### src/rtl/ceespu_pkg.sv
// Shared definitions for the ceespu front end: default widths, NOP encoding
// and the fetch-entry record carried between the fetch registers.
package ceespu_pkg;

    localparam int unsigned CEESPU_ADDR_W = 14;
    localparam int unsigned CEESPU_DATA_W = 32;
    localparam logic [31:0] CEESPU_NOP    = 32'h0000_0000;

    typedef struct packed {
        logic                     valid;
        logic [CEESPU_ADDR_W-1:0] pc;
        logic [CEESPU_DATA_W-1:0] instr;
    } fetch_entry_t;

endpackage

### src/rtl/ceespu_fetch_skid.sv
// One-entry skid register for the fetch stage. Load wins over drain; flush
// (branch or reset) clears the entry regardless of the other controls.
module ceespu_fetch_skid
    import ceespu_pkg::*;
#(
    parameter type entry_t = fetch_entry_t
) (
    input  logic   clk_i,
    input  logic   flush_i,
    input  logic   load_i,
    input  logic   drain_i,
    input  entry_t entry_i,
    output entry_t entry_o
);

    entry_t skid_d, skid_q;

    always_comb begin
        skid_d = skid_q;
        if (flush_i) begin
            skid_d.valid = 1'b0;
        end else if (load_i) begin
            skid_d = entry_i;
        end else if (drain_i) begin
            skid_d.valid = 1'b0;
        end
    end

    // Payload needs no reset: valid is cleared by flush, which reset drives.
    always_ff @(posedge clk_i) begin
        skid_q <= skid_d;
    end

    assign entry_o = skid_q;

endmodule

### src/rtl/ceespu_fetch.sv
// Instruction-fetch stage: issues 1-cycle-latency imem reads and registers the
// returned word with its PC. Optional counters under CEESPU_FETCH_PERF_EN.
module ceespu_fetch
    import ceespu_pkg::*;
#(
    parameter int unsigned       ADDR_W = CEESPU_ADDR_W,
    parameter int unsigned       DATA_W = CEESPU_DATA_W,
    parameter logic [DATA_W-1:0] NOP    = DATA_W'(CEESPU_NOP)
) (
    input  logic              I_clk,
    input  logic              I_rst,
    input  logic [ADDR_W-1:0] I_PC,
    input  logic              I_stall,
    input  logic              I_branch,
    output logic [ADDR_W-1:0] O_imemAddress,
    output logic              O_imemEnable,
    input  logic [DATA_W-1:0] I_imemData,
    output logic [DATA_W-1:0] O_instruction,
    output logic [ADDR_W-1:0] O_instrPC,
    output logic              O_valid
`ifdef CEESPU_FETCH_PERF_EN
    ,
    output logic [31:0]       O_fetchCount,
    output logic [31:0]       O_flushCount
`endif
);

    typedef struct packed {
        logic              valid;
        logic [ADDR_W-1:0] pc;
        logic [DATA_W-1:0] instr;
    } entry_t;

    logic              req_valid_d, req_valid_q;
    logic [ADDR_W-1:0] req_pc_d, req_pc_q;
    entry_t            out_d, out_q;
    entry_t            req_entry, skid_entry, src;
    logic              enable, flush, skid_load, skid_drain;

    assign enable        = !I_rst && !I_branch && !I_stall && !skid_entry.valid;
    assign flush         = I_rst || I_branch;
    assign O_imemAddress = I_PC;
    assign O_imemEnable  = enable;

    always_comb begin
        req_entry.valid = req_valid_q;
        req_entry.pc    = req_pc_q;
        req_entry.instr = I_imemData;
    end

    ceespu_fetch_skid #(
        .entry_t (entry_t)
    ) u_skid (
        .clk_i   (I_clk),
        .flush_i (flush),
        .load_i  (skid_load),
        .drain_i (skid_drain),
        .entry_i (req_entry),
        .entry_o (skid_entry)
    );

    always_comb begin
        req_valid_d = enable;
        req_pc_d    = enable ? I_PC : req_pc_q;
        src         = skid_entry.valid ? skid_entry : req_entry;
        out_d       = out_q;
        skid_load   = 1'b0;
        skid_drain  = 1'b0;
        if (I_branch) begin
            out_d.valid = 1'b0;
            out_d.instr = NOP;
        end else if (!I_stall) begin
            if (src.valid) begin
                out_d = src;
            end else begin
                out_d.valid = 1'b0;
                out_d.instr = NOP;
            end
            // Drain the skid; a request arriving behind it takes its place.
            skid_drain = 1'b1;
            skid_load  = skid_entry.valid && req_valid_q;
        end else begin
            skid_load = req_valid_q && !skid_entry.valid;
        end
    end

    always_ff @(posedge I_clk) begin
        if (I_rst) begin
            req_valid_q <= 1'b0;
            req_pc_q    <= '0;
            out_q.valid <= 1'b0;
            out_q.pc    <= '0;
            out_q.instr <= NOP;
        end else begin
            req_valid_q <= req_valid_d;
            req_pc_q    <= req_pc_d;
            out_q       <= out_d;
        end
    end

    assign O_valid       = out_q.valid;
    assign O_instrPC     = out_q.pc;
    assign O_instruction = out_q.instr;

`ifdef CEESPU_FETCH_PERF_EN
    logic [31:0] fetch_count_d, fetch_count_q;
    logic [31:0] flush_count_d, flush_count_q;
    logic        fetch_load, flush_hit;

    assign fetch_load = !I_branch && !I_stall && src.valid;
    assign flush_hit  = I_branch && (req_valid_q || skid_entry.valid || out_q.valid);

    always_comb begin
        fetch_count_d = fetch_count_q + (fetch_load ? 32'd1 : 32'd0);
        flush_count_d = flush_count_q + (flush_hit ? 32'd1 : 32'd0);
    end

    always_ff @(posedge I_clk) begin
        if (I_rst) begin
            fetch_count_q <= '0;
            flush_count_q <= '0;
        end else begin
            fetch_count_q <= fetch_count_d;
            flush_count_q <= flush_count_d;
        end
    end

    assign O_fetchCount = fetch_count_q;
    assign O_flushCount = flush_count_q;
`endif

    // The enable term keeps a request and a skid entry from ever coexisting.
    assert property (@(posedge I_clk) disable iff (I_rst) !(req_valid_q && skid_entry.valid));

endmodule

### config.mk
export PLATFORM = sky130hd
export DESIGN_NAME = ceespu_fetch
export DESIGN_NICKNAME = d
export VERILOG_FILES = /design/src/rtl/ceespu_pkg.sv /design/src/rtl/ceespu_fetch_skid.sv /design/src/rtl/ceespu_fetch.sv
export SDC_FILE = /design/constraint.sdc
export NUM_CORES = 1
export LEC_CHECK = 0
export BUFFER_PORTS_ARGS = -buffer_cell sky130_fd_sc_hd__clkbuf_2
export CORE_ASPECT_RATIO = 1.2
export CORE_MARGIN = 4
export CORE_UTILIZATION = 55
export DETAILED_ROUTE_END_ITERATION = 8
export PLACE_DENSITY = 0.8
export SETUP_SLACK_MARGIN = 0.3
export SLEW_MARGIN = 20
export SYNTH_ARGS = -nofsm -noshare
export SYNTH_HDL_FRONTEND = slang
export SYNTH_SLANG_ARGS = --single-unit
### constraint.sdc
create_clock -name I_clk -period 9.3 [get_ports I_clk]
set_clock_uncertainty 0.2 [all_clocks]
set_input_delay 1.86 -clock I_clk [delete_from_list [all_inputs] [get_ports I_clk]]
set_output_delay 1.86 -clock I_clk [all_outputs]
set_load 0.05 [all_outputs]
==> results of run 1 <==
-- layer usage --
metal  vias to the layer above  track usage [%]
met1                      1411             26.1
met2                       109             29.5
li1                       1430                -
met3                         9             4.60
met4                         0             5.92
met5                         -                0
-- per-stage QoR --
step / hold slack (ns) / cells / util [%]
floorplan: 0.231 / 350 / -
global route: 0.289 / 525 / 65.9
detailed placement: 0.245 / 509 / 63.4
CTS: 0.270 / 525 / 65.9
finish: 0.269 / 525 / 65.9
global placement: 0.238 / 509 / 63.4
-- how the worst max path moves through the flow --
stage          startpoint           endpoint  slack [ns]  cells after the start
2_1_floorplan    I_branch  u_skid.entry_o[0]        2.64                      4
3_3_place_gp      I_stall       O_imemEnable        4.02                      5
3_5_place_dp      I_stall       O_imemEnable        4.00                      5
4_1_cts           I_stall       O_imemEnable        4.00                      5
5_1_grt           I_stall       O_imemEnable        3.86                      5
6_report          I_stall       O_imemEnable        3.99                      5
-- worst register-to-register path, stage by stage, from the launching register on --
cell and delay [ns]:
dfxtp_4 0.79, xnor2_1 0.18, nor3b_2 0.69, buf_4 0.40
-- flip-flops by register name, summed over array words and instances, names as in the netlist --
| name | cells |
|---|---|
| O_valid | 1 |
| O_instruction | 32 |
| req_valid_q | 1 |
| O_instrPC | 14 |
| req_pc_q | 14 |
| u_skid.entry_o | 47 |
-- where the power goes --
part / switching (mW) / total (mW) / internal, mW
combinational: 0.0693 / 0.0995 / 0.0301
clock: 0.161 / 0.263 / 0.102
sequential: 0.00719 / 0.516 / 0.509
total: 0.237 / 0.878 / 0.641
-- cell families after synthesis --
logic type | after synthesis | synth area share [%]
multiplexers | 15 | 3.56
flip-flops | 109 | 62.7
AO/OA/AOI/OAI | 75 | 13.8
XOR/XNOR | 1 | 0.208
buffers and inverters | 47 | 6.41
AND/OR/NAND/NOR | 103 | 13.4
-- cell usage after synthesis --
| cell type | instances | area (sq um) |
|---|---|---|
| dfxtp_1 | 63 | 1260 |
| edfxtp_1 | 46 | 1380 |
| nor2b_1 | 33 | 206 |
| a221oi_1 | 32 | 280 |
| nor3_1 | 32 | 160 |
| clkbuf_1 | 20 | 75.1 |
| nand2_1 | 16 | 60.1 |
| a21oi_1 | 15 | 75.1 |
| mux2i_1 | 15 | 150 |
| buf_4 | 14 | 105 |
| nand2b_1 | 14 | 87.6 |
| o21ai_0 | 13 | 65.1 |
| a211oi_2 | 10 | 125 |
| buf_2 | 9 | 45.0 |
| a211oi_1 | 4 | 30.0 |
| buf_6 | 4 | 45.0 |
| nor2_1 | 2 | 7.51 |
| nor4_1 | 2 | 12.5 |
| and2_4 | 1 | 8.76 |
| nor3b_1 | 1 | 7.51 |
| o21ai_1 | 1 | 5.00 |
| or2_1 | 1 | 6.26 |
| or2_2 | 1 | 6.26 |
| xnor2_1 | 1 | 8.76 |
-- placed cells by master (no fill, tap or decap) --
cell type and count:
clkinv_2 1, a211oi_2 10, or2_1 1, dfxtp_1 62, a21oi_1 15, dfxtp_4 1
nor3b_2 1, nor2_2 1, nor2b_1 32, clkbuf_2 111, nand2_1 16, mux2i_1 15
o21ai_0 13, edfxtp_1 46, or2_2 1, nand2b_1 14, clkinv_4 2, and2_4 1
o21ai_1 1, nor4_2 1, a211oi_1 4, nor3_1 32, nor2b_2 1, clkbuf_8 9
a221oi_1 32, inv_6 4, xnor2_1 1, nor4_1 1, nor2_1 1, buf_4 5
-- layout make-up --
class	instances	share of cell area (%)
Clock buffer	9	2.55
Clock inverter	7	1.19
Multi-Input combinational cell	194	27.2
Sequential cell	109	54.5
Tap cell	90	2.32
Timing Repair Buffer	116	12.2
==> flow_summary.ini, run 1 <==
[outcome]
status = finished clean

[detailed_routing]
first_pass_iters = 4
wl_met2_microns = 4090
drc = 0
met3_length_microns = 664
wl_per_cell_microns = 16.2
drt_iter0_markers = 178
highest_layer = met4
vias = 2959
postRouteAntennaNets = 0
wirelength_microns = 8530
vias_per_cell = 5.64
drt-met1-wl_microns = 3660

[synth]
synth_cell_types = 24
yosysSeqAreaShare_pct = 62.7
synth_warnings = 0
syn_avg_cell_area_sq_um = 12.0
synth_area_sq_um = 4220
syn_nets = 400
syn_inst = 350
synth_seq_cells = 109

[cts]
cts_max_path_buffers = 2
htreeDepth = 3
post_cts_buffers = 0
cts_inserted_buffers = 9
clkSlewWorstSetupHoldPaths_ns = 0.10
clock-sinks = 109
cts_root_buf = clkbuf_8
cts_tree = yes
cts_resized = 0
hold_buffers = 0
insertion_delay_ns = 0.36

[place]
placed_area_sq_um = 4670
hpwl_microns = 5590
preCtsSetupSlack_ns = 4.00
gp_congestion = 0.712
io_buffers = 111

[power]
peakVddDrop_v = 0.000139
powerDensity_nw_per_um2 = 181
report.power.total_mw = 0.878
p_leak_nw = 1.82

[grt]
grt_pass1_wl_microns = 13800
grt_pass1_vias = 2839
antenna_found_initial = 0
grt_max_degree = 71
track_usage_pct = 19.0
grt-ovfl-total = 0

[min_path]
holdPathEnd = u_skid.entry_o[39]
holdPathStages = 0
min_path_type = flip-flop to flip-flop
hold_start = req_pc_q[7]

[timing]
slew-limit-headroom_pct = 47.4
finalCritPeriodShare_pct = 57.1
final_hold_viol_count = 0
timing.final.ws_setup_ns = 3.99
fmax_mhz = 188
worstMarginPinSlew_ns = 0.785
setup-tns-final_ns = 0
final-setup-viol-count = 0
report.final.slew_viol_count = 0
fin_crit_ns = 5.31
rsz0062_at_grt = false

[cells_and_area]
final_layout_size_suffix_gt1_share_pct = 34.3
areaGrowthSynthToFinish_pct = 15.1
seq_area_sq_um = 2650
num_antenna_cells = 0
multi_input_area_sq_um = 1320
fill_cells = 594
fin_nets = 480
final_cell_area_sq_um = 4850

[floorplanning]
dieWidth_microns = 87.9
num_rows = 34
top_level_ports = 112
die_h_microns = 104
die_area_sq_um = 9130
start_util_pct = 57.3
core-area_sq_um = 7360

[critical_path]
crit_buf_inv = 4
rr_startpoint = u_skid.entry_o[46]
crit_type = input port to primary output
r2r-end = u_skid.entry_o[42]
cp.required_ns = 7.24
end_kind = primary output
cp_slowest_stage_delay_ns = 0.33
critical_path.top_delay_family = buffers and inverters
start_kind = input port
crit_path_top_delay_cell = nor4_2
r2r_cells = 3
cp_max_fo = 70
cp_data_arrival_time_ns = 3.25
worstPathCellList = clkbuf_2 -> buf_4 -> nor4_2 -> buf_4 -> clkbuf_2
r2r_setup_slack_ns = 6.72

[run]
max-cap-violations = 0
Note: power is estimated with default switching activity, not from simulation.
==> run 2, diff against run 1 <==
--- a/config.mk
+++ b/config.mk
@@ -8,9 +8,9 @@
 export BUFFER_PORTS_ARGS = -buffer_cell sky130_fd_sc_hd__clkbuf_2
 export CORE_ASPECT_RATIO = 1.2
 export CORE_MARGIN = 4
-export CORE_UTILIZATION = 55
+export CORE_UTILIZATION = 52
 export DETAILED_ROUTE_END_ITERATION = 8
-export PLACE_DENSITY = 0.8
+export PLACE_DENSITY = 0.76
 export SETUP_SLACK_MARGIN = 0.3
 export SLEW_MARGIN = 20
 export SYNTH_ARGS = -nofsm -noshare
==> constraint.sdc (replaced) <==
create_clock -name I_clk -period 5.4 [get_ports I_clk]
set_clock_uncertainty 0.2 [all_clocks]
set_input_delay 1.08 -clock I_clk [delete_from_list [all_inputs] [get_ports I_clk]]
set_output_delay 1.08 -clock I_clk [all_outputs]
set_load 0.05 [all_outputs]
==> flow_summary.ini, run 2 (synthesis gave the netlist of run 1 again) <==
[critical_path]
critical_path.top_delay_family = buffers and inverters
cp_max_fo = 31
worstPathCellList = clkbuf_2 -> nor4_2 -> buf_4 -> clkbuf_2
start_kind = input port
rr_startpoint = u_skid.entry_o[46]
end_kind = primary output
cp_slowest_stage_delay_ns = 0.37
crit_top_cell = clkbuf_2
cp.required_ns = 4.12
crit_buf_inv = 3
crit_path_top_delay_cell = clkbuf_2
cp_data_arrival_time_ns = 2.40
crit_start = I_rst
crit_type = input port to primary output

[min_path]
hold_start = req_pc_q[13]
min_path_type = flip-flop to flip-flop

[detailed_routing]
wl_per_cell_microns = 15.6
vias_per_cell = 5.58
vias = 2945
drc = 0
drt_iter0_markers = 108
postRouteAntennaNets = 0
wirelength_microns = 8260
first_pass_iters = 4

[grt]
grt_pass1_vias = 2878
grt_pass1_wl_microns = 13700
grt_max_degree = 69
grt-ovfl-total = 0
track_usage_pct = 17.4
antenna_found_initial = 0

[cells_and_area]
areaGrowthSynthToFinish_pct = 15.7
final_cell_mix = clkbuf_2, dfxtp_1, edfxtp_1
final_common_cell = clkbuf_2
num_antenna_cells = 0
final_layout_size_suffix_gt1_share_pct = 33.7
fin_nets = 481
final_util_pct = 62.6
final_cell_area_sq_um = 4880
largest_reg_flops = 47

[cts]
hold_buffers = 0
post_cts_buffers = 0
clkSlewWorstSetupHoldPaths_ns = 0.09
cts_tree = yes
cts_inserted_buffers = 9
cts_max_path_buffers = 2
cts_root_buf = clkbuf_8
clock-sinks = 109
cts_resized = 0
htreeDepth = 3
insertion_delay_ns = 0.36

[power]
report.power.total_mw = 1.54
powerDensity_nw_per_um2 = 316
p_leak_nw = 1.83
peakVddDrop_v = 0.000182

[timing]
worstMarginPinSlew_ns = 0.956
final_hold_viol_count = 0
slew-limit-headroom_pct = 36.0
report.final.slew_viol_count = 0
setup-tns-final_ns = 0
fin_crit_ns = 3.68
hold_slack_ns = 0.274
final-setup-viol-count = 0
fmax_mhz = 272
rsz0062_at_grt = false
finalCritPeriodShare_pct = 68.1

[floorplanning]
num_rows = 35
die_h_microns = 107
top_level_ports = 112
core-area_sq_um = 7790
die_area_sq_um = 9620
dieWidth_microns = 90.2
start_util_pct = 54.1

[place]
placed_area_sq_um = 4680
gp_congestion = 0.751
io_buffers = 111
hpwl_microns = 5520

[outcome]
status = finished clean

[run]
max-cap-violations = 0
==> run 2: power by group <==
part           internal (mW)  switching (mW)
clock network          0.219           0.263
logic                 0.0520           0.120
registers              0.877          0.0119
total                   1.15           0.394
==> run 2: area by class of cell <==
cell class | instances | area (sq um)
sequential | 109 | 2640
clock inverter | 6 | 68.8
clock buffer | 10 | 128
fill | 635 | 2920
multi-input combinational | 194 | 1320
tap | 92 | 115
timing repair buffer | 117 | 601
==> run 2: worst paths after layout <==
check | end | slack [ns] | cells past startpoint
setup / recovery | O_imemEnable | 1.72 | 4
setup reg to reg | O_instrPC[6] | 3.11 | 4
hold reg to reg | u_skid.entry_o[45] | 0.27 | 0
hold / removal | u_skid.entry_o[45] | 0.27 | 0
==> run 2: metrics by stage <==
stage                     setup WS (ns)  std cells
after detailed placement           1.74        512
after CTS                          1.73        528
after global placement             1.72        512
after global routing               1.58        528
final                              1.72        528
after floorplan                    1.17        350
==> run 2: per-layer routing <==
layer	GRT usage (%)	wire [microns]	share of wire, %	vias to the layer above
met1	23.5	3800	46	1395
li1	-	-	-	1439
met3	4.21	503	6.1	12
met2	27.6	3840	46	99
met4	6.35	123	1.5	0
met5	0	0	0	-
